File: config.mk
export PLATFORM = sky130hd
export DESIGN_NAME = hex_display_arbiter
export DESIGN_NICKNAME = d
export VERILOG_FILES = /design/src/rtl/hex_disp_pkg.sv /design/src/rtl/hex_seg_decoder.sv /design/src/rtl/hex_display_arbiter.sv
export SDC_FILE = /design/constraint.sdc
export NUM_CORES = 1
export LEC_CHECK = 0
export BUFFER_PORTS_ARGS = -buffer_cell sky130_fd_sc_hd__buf_2
export CAP_MARGIN = 20
export CELL_PAD_IN_SITES_DETAIL_PLACEMENT = 1
export CELL_PAD_IN_SITES_GLOBAL_PLACEMENT = 2
export CORE_MARGIN = 2
export CORE_UTILIZATION = 34
export DETAILED_ROUTE_END_ITERATION = 8
export GPL_ROUTABILITY_DRIVEN = 0
export GPL_TIMING_DRIVEN = 0
export MAX_ROUTING_LAYER = met4
export PLACE_DENSITY_LB_ADDON = 0.25
export SLEW_MARGIN = 20
export SYNTH_ARGS = -nofsm -noshare
export SYNTH_HDL_FRONTEND = slang
export SYNTH_SLANG_ARGS = --single-unit
export TNS_END_PERCENT = 30
File: constraint.sdc
create_clock -name clk -period 4.6 [get_ports clk]
set_clock_uncertainty 0.05 [all_clocks]
set_input_delay 0.23 -clock clk [delete_from_list [all_inputs] [get_ports clk]]
set_output_delay 0.23 -clock clk [all_outputs]
set_load 0.02 [all_outputs]
File: src/rtl/hex_disp_pkg.sv
// hex_disp_pkg: shared segment constants and display FSM states
package hex_disp_pkg;
    localparam logic [6:0] SEG_BLANK = 7'h7F;
    localparam logic [6:0] SEG_LUT [16] = '{
        7'h40, 7'h79, 7'h24, 7'h30, 7'h19, 7'h12, 7'h02, 7'h78,
        7'h00, 7'h18, 7'h08, 7'h03, 7'h46, 7'h21, 7'h06, 7'h0E
    };
    typedef enum logic [1:0] {BLANK, HOLD, OPEN} state_t;
endpackage

File: src/rtl/hex_seg_decoder.sv
// hex_seg_decoder: hex nibble to active-low {g,f,e,d,c,b,a} with forced blank
module hex_seg_decoder
    import hex_disp_pkg::*;
(
    input  logic [3:0] nibble,
    input  logic       blank,
    output logic [6:0] seg
);
    always_comb seg = blank ? SEG_BLANK : SEG_LUT[nibble];
endmodule

File: src/rtl/hex_display_arbiter.sv
// hex_display_arbiter: round-robin sharing of four seven-segment displays with a minimum hold
module hex_display_arbiter
    import hex_disp_pkg::*;
#(
    parameter int HOLD_CYCLES = 50_000_000,
    parameter bit LZB         = 1'b1
) (
    input  logic        clk,
    input  logic        rst,
    input  logic [1:0]  req_valid,
    input  logic [15:0] req_data0,
    input  logic [15:0] req_data1,
    output logic [1:0]  req_ready,
    output logic        owner,
    output logic        busy,
    output logic [6:0]  HEX0,
    output logic [6:0]  HEX1,
    output logic [6:0]  HEX2,
    output logic [6:0]  HEX3
);
    localparam int CW = $clog2(HOLD_CYCLES + 1);
    localparam logic [CW-1:0] CNT_INIT = CW'(HOLD_CYCLES - 1);
    state_t        state_q, state_d;
    logic [15:0]   data_q, data_d;
    logic          owner_q, owner_d;
    logic          last_q, last_d;
    logic [CW-1:0] cnt_q, cnt_d;
    logic          win, xfer;
    logic [3:0]    blank;
    logic [6:0]    seg [4];
    always_ff @(posedge clk) begin
        if (rst) begin
            state_q <= BLANK;
            data_q  <= '0;
            owner_q <= 1'b0;
            last_q  <= 1'b1;
            cnt_q   <= '0;
        end else begin
            state_q <= state_d;
            data_q  <= data_d;
            owner_q <= owner_d;
            last_q  <= last_d;
            cnt_q   <= cnt_d;
        end
    end
    // on a tie the requester not granted last wins
    always_comb begin
        win       = &req_valid ? !last_q : req_valid[1];
        req_ready = (rst || state_q == HOLD || req_valid == 2'b00) ? 2'b00 : (win ? 2'b10 : 2'b01);
        xfer      = |(req_valid & req_ready);
        data_d    = xfer ? (win ? req_data1 : req_data0) : data_q;
        owner_d   = xfer ? win : owner_q;
        last_d    = xfer ? win : last_q;
        cnt_d     = xfer ? CNT_INIT : (cnt_q != '0 ? cnt_q - CW'(1) : cnt_q);
    end
    always_comb begin
        state_d = xfer ? HOLD : (state_q == HOLD && cnt_q == '0) ? OPEN : state_q;
    end
    always_comb begin
        busy     = state_q == HOLD;
        blank[0] = state_q == BLANK;
        blank[1] = blank[0] || (LZB && data_q[15:4] == '0);
        blank[2] = blank[0] || (LZB && data_q[15:8] == '0);
        blank[3] = blank[0] || (LZB && data_q[15:12] == '0);
    end
    for (genvar k = 0; k < 4; k++) begin : g_dig
        hex_seg_decoder u_dec (
            .nibble (data_q[4*k +: 4]),
            .blank  (blank[k]),
            .seg    (seg[k])
        );
    end
    assign owner = owner_q;
    assign HEX0  = seg[0];
    assign HEX1  = seg[1];
    assign HEX2  = seg[2];
    assign HEX3  = seg[3];
endmodule

==> flow_summary_export.csv, run 1 <==
group,metric,value,unit
sta,slew-limit-headroom,0.455,
routing,drt_iter0_drc,93,
layout,final_common_cell,"buf_2",
sta,tns,0,ps
die,start_util,0.347,
critical_path,cp-start-kind,"flop",
pwr,finalPower,1220,uW
cts,ctsLongestPathBuffers,2,
routing,ant_nets,0,
sta,post-route-period-util,0.649,
global_route,grt_start_max_net_pins,13,
die,die_w,101,um
global_route,grt_pass1_vias,3119,
die,core,9150,um^2
routing,drtPass1Iterations,4,
sta,tightest_slew,817,ps
critical_path,worstPathRequired,4770,ps
yosys,synth_cells,398,
pwr,vdd_drop_max,0.000140,V
die,die_h,101,um
critical_path,crit_arrival,3160,ps
global_route,antenna_found_initial,0,
yosys,synth_flop_cell,"dfxtp_1",
routing,post-route-drc-count,0,
cts,cts_root_buffer,"clkbuf_8",
pwr,power_density,326,nW/um^2
placed_design,dp_hpwl,7.18,mm
sta,hold_viol_final,0,
yosys,syn_nets,455,
pwr,combPwrFrac,0.388,
layout,n_antenna_cell,0,
global_route,grt_pass1_wl,15.4,mm
sta,min_period,2980,ps
status,status,"finished clean",
yosys,syn_area,3170,um^2
yosys,async_flop_share,0,
layout,n_fill_cell,1128,
yosys,yosysSeqAreaShare,0.290,
yosys,syn_area_per_cell,7.97,um^2
layout,synthToLayoutAreaGrowth,17.5,%
layout,final_nets,529,
critical_path,path_class,"reg2reg",
placed_design,io_buffers,67,
cts,post-cts-setup-buffers,0,
cts,ctsResizeCount,0,
run,drv_cap,0,
hold_path,min_path_type,"in2reg",
cts,cts_sinks,46,
sta,final-setup-viol-count,0,
die,ioPinCount,68,
yosys,ys_ff_latch,46,
cts,cts_tree,"built",
pwr,power_frac_clock,0.203,
routing,vias,3183,
die,num_rows,35,
cts,clock_latency,300,ps
cts,path_clk_slew,80,ps
critical_path,crit_fanout,10,
cts,cts_hold_buf,0,
sta,max_freq,335,MHz
routing,post_drt_wl_per_cell,16.4,um
yosys,synth_edf_count,0,
layout,utilization,0.408,
pwr,p_sw_frac,0.390,
pwr,p_leak,0.00146,uW
sta,fin_hold_ws,161,ps
cts,htreeDepth,2,
sta,rsz0062_at_grt,"no",
cts,cts_buffers,5,
sta,slew_violations,0,
layout,final_cells,582,
layout,final_cell_mix,"buf_2 (69), dfxtp_1 (46), nor2_1 (37)",
pwr,p_sw,474,uW
routing,drt_wl_total,9.52,mm
yosys,ys.warnings.count,0,
placed_design,place_inst,576,
critical_path,crit_path_end_kind,"flop",
pwr,intPower,742,uW
routing,drt-vias-per-instance,5.47,
die,die-area,10100,um^2
yosys,synth.distinct_cells,46,
pwr,seqPwrFrac,0.408,
global_route,grt_overflow,0,
global_route,track_usage,0.196,
layout,drive_above_1_share,0.193,
[routing by layer]
metal | global-route usage | vias up | wire length [um]
li1 | - | 1619 | -
met2 | 0.337 | 39 | 4710
met5 | - | - | 0
met3 | 0.0243 | 5 | 239
met1 | 0.244 | 1520 | 4490
met4 | 0.0443 | 0 | 73
[final cells by class]
| type | count | area [um^2] | share of cell area |
|---|---|---|---|
| Clock buffer | 6 | 82.6 | 0.0221 |
| Multi-Input combinational cell | 311 | 2100 | 0.562 |
| Timing Repair Buffer | 67 | 335 | 0.0899 |
| Sequential cell | 46 | 921 | 0.247 |
| Tap cell | 111 | 139 | 0.0372 |
| Inverter | 18 | 67.6 | 0.0181 |
| Buffer | 23 | 88.8 | 0.0238 |
[worst paths after layout]
path / from / end / slack [ps] / depth (start not counted)
hold reg to reg: last_q$_SDFFE_PP1P_ / last_q$_SDFFE_PP1P_ / 430 / 2
setup reg to reg: cnt_q[0]$_SDFFE_PP0P_ / cnt_q[1]$_SDFFE_PP0P_ / 1620 / 8
setup / recovery: cnt_q[0]$_SDFFE_PP0P_ / cnt_q[1]$_SDFFE_PP0P_ / 1620 / 8
hold / removal: req_data1[11] / data_q[11]$_SDFFE_PP0P_ / 160 / 3
[synthesized netlist by cell type, drive strengths merged (2+ instances only)]
cell    count  share of area
nand2b      4         0.0079
nand2      22          0.026
a21oi      20          0.032
inv        17          0.020
o31a        5          0.014
or2         3         0.0059
nand3      17          0.027
mux2i      19          0.060
o311ai     14          0.039
xor2        7          0.019
dfxtp      46           0.29
and2        4         0.0079
a211oi      2         0.0047
a21o        2         0.0047
a31oi       8          0.016
o31ai       8          0.019
ha         21          0.083
mux2        5          0.018
a31o        4          0.011
or4        13          0.033
nor3       12          0.021
a221o       2         0.0063
o211ai     12          0.028
or3        12          0.024
o21a        2         0.0047
nor2b      12          0.024
nor2       37          0.044
o21ai      29          0.046
clkbuf     19          0.022
or3b        2         0.0055
nor4        5         0.0099
buf         4         0.0055
[metrics by stage]
stage          instance area [um^2]  worst slack [ps]
2_1_floorplan                  3170              2070
3_3_place_gp                   3650              1680
3_5_place_dp                   3650              1640
4_1_cts                        3730              1620
5_1_grt                        3730              1330
6_report                       3730              1620
[logic make-up (layout without fill, tap and decap cells)]
group,count (synthesis),in the layout,synth area share
DFF,46,46,0.290
buffers and inverters,41,114,0.0493
adders and majority gates,21,21,0.0828
AOI/OAI and AO/OA,112,112,0.235
muxes,24,24,0.0777
and+or+nand+nor,146,146,0.243
xor gates and xnor gates,8,8,0.0221
[power by group through the flow]
stage / Sequential [uW] / Clock, uW / Combinational [uW]
floorplan: 491 / 0 / 339
global placement: 504 / 0 / 464
detailed placement: 505 / 0 / 474
CTS: 496 / 258 / 477
global route: 505 / 275 / 528
finish: 496 / 247 / 472
[state kept, by name (all words and copies together), names as in the netlist]
register / count
cnt_q: 26
data_q: 16
last_q: 1
owner: 1
state_q: 2
[critical path: stages (launching register included)]
cell and delay, ps:
dfxtp_1 330, inv_1 90, ha_1 220, or4b_1 560
or3_1 470, nor3_1 390, buf_2 320, mux2_2 350
a21oi_1 140
(Power assumes the default switching activity.)
==> inputs of run 2 (changes only) <==
Settings changed: CORE_UTILIZATION 34 to 32.
Clock period 4.6 ns to 3 ns, I/O delays scaled along.
==> run 2 against run 1 <==
Critical path depth stayed put. Routed wire length is 1.2% higher. Die area is 6.0% higher. Hold slack worse by 85 ps. Global-route usage is 1.1 points lower. Combinational power is 56% higher. Final area is 1.3% higher. Cell count is 4.1% higher. Fmax is 6.4% higher. Critical endpoint unchanged. Largest power group unchanged. Highest routed layer unchanged.
==> flow_summary_export.csv, run 2 (same netlist as run 1, synthesis figures left out) <==
group,metric,value,unit
cts,htreeDepth,2,
sta,min_period,2800,ps
routing,post-route-drc-count,0,
critical_path,crit_fanout,10,
sta,slew_violations,0,
layout,final_cells,606,
die,ioPinCount,68,
global_route,track_usage,0.184,
run,drv_cap,0,
routing,ant_nets,0,
layout,drive_above_1_share,0.199,
layout,largest_reg_flops,26,
layout,reg_top3,"cnt_q x26, data_q x16, state_q x2",
cts,cts_root_buffer,"clkbuf_8",
routing,m1WireLength,4.44,mm
routing,drt-vias-per-instance,5.36,
sta,hold_viol_final,0,
routing,drtPass1Iterations,4,
global_route,antenna_found_initial,0,
placed_design,pre_cts_slack,-42.6,ps
cts,cts_buffers,5,
critical_path,crit_path_end_kind,"flop",
sta,layout_setup_ws,196,ps
pwr,p_leak,0.00147,uW
die,core,9680,um^2
placed_design,dp_hpwl,7.45,mm
layout,final_cell_mix,"buf_2 (69), dfxtp_1 (46), nor2_1 (37)",
die,start_util,0.328,
sta,tns,0,ps
routing,met2RoutedLength,4.84,mm
die,die_w,104,um
hold_path,min_path_cells,3,
layout,synthToLayoutAreaGrowth,19.0,%
critical_path,crit_arrival,2990,ps
sta,final-setup-viol-count,0,
cts,cts_sinks,46,
critical_path,reg2regPathDepth,8,
sta,slew-limit-headroom,0.443,
sta,max_freq,357,MHz
layout,n_antenna_cell,0,
placed_design,io_buffers,67,
layout,final_area,3780,um^2
placed_design,place_inst,598,
routing,post_drt_wl_per_cell,15.9,um
critical_path,worstPathRequired,3190,ps
layout,final_nets,529,
die,num_rows,36,
global_route,grt_start_max_net_pins,15,
routing,drt_iter0_drc,88,
routing,drt_wl_total,9.63,mm
sta,tightest_slew,836,ps
sta,post-route-period-util,0.935,
global_route,grt_overflow,0,
cts,clock_latency,300,ps
placed_design,placed_area,3670,um^2
layout,final_common_cell,"buf_2",
layout,n_fill_cell,1232,
critical_path,path_class,"reg2reg",
status,status,"finished clean",
pwr,power_density,498,nW/um^2
die,die-area,10700,um^2
routing,wl_met3,243,um
routing,vias,3250,
cts,path_clk_slew,90,ps
cts,cts_tree,"built",
die,die_h,104,um
global_route,grt_pass1_vias,3249,
cts,ctsLongestPathBuffers,2,
layout,largest_register,"cnt_q",
pwr,vdd_drop_max,0.000228,V
hold_path,min_path_type,"in2reg",
cts,post-cts-setup-buffers,0,
critical_path,cp-start-kind,"flop",
global_route,grt_pass1_wl,16.0,mm
sta,rsz0062_at_grt,"yes",
routing,dr.max_layer_used,"met4",
[run 2: cell types whose count changed in the layout (fill, tap and decap cells not counted), sizes merged]
cell / before / now
clkinv: 1 / 3
[run 2: path summary, 6_finish.rpt]
check | from | to | slack, ps
max | cnt_q[0]$_SDFFE_PP0P_ | cnt_q[1]$_SDFFE_PP0P_ | 200
min | req_data0[9] | data_q[9]$_SDFFE_PP0P_ | 80
max reg2reg | cnt_q[0]$_SDFFE_PP0P_ | cnt_q[1]$_SDFFE_PP0P_ | 200
min reg2reg | owner$_SDFFE_PP0P_ | owner$_SDFFE_PP0P_ | 400
[run 2: final cells by class]
class | instances | area, um^2 | area share
clock inverter | 2 | 13.8 | 0.00364
buffer | 23 | 88.8 | 0.0235
sequential | 46 | 921 | 0.244
inverter | 18 | 67.6 | 0.0179
clock buffer | 6 | 72.6 | 0.0192
timing repair buffer | 67 | 335 | 0.0888
tap | 133 | 166 | 0.0441
multi-input combinational | 311 | 2110 | 0.559
[run 2: critical path, stage by stage, from the launching register on]
cell	delay, ps
dfxtp_1	340
inv_1	90
ha_1	220
or4b_1	550
or3_1	500
nor3_4	230
buf_2	280
mux2_2	350
a21oi_1	130
[run 2: stage by stage]
| step | util | hold slack [ps] | total power [uW] |
|---|---|---|---|
| after CTS | 0.389 | 79.9 | 1910 |
| after global placement | 0.379 | 383 | 1490 |
| final | 0.390 | 75.7 | 1880 |
| after global routing | 0.390 | 69.3 | 2030 |
| after detailed placement | 0.379 | 387 | 1510 |
| after floorplan | - | 284 | 1270 |
[run 2: timing repair]
item,CTS,global route
hold buffers,0,0
setup endpoints to repair,1,2
pin swaps,0,0
gates resized for setup,1,2
endpoints found under the hold margin,0,0
[run 2: per-layer routing]
metal	vias up	GRT usage
met3	10	0.0289
li1	1620	-
met2	37	0.325
met1	1583	0.223
met4	0	0.0396
met5	-	-
[run 2: where the power goes]
part	internal (uW)	total [uW]	switching, uW
clock	165	384	219
combinational	282	735	453
sequential	679	763	83.6
total	1130	1880	756
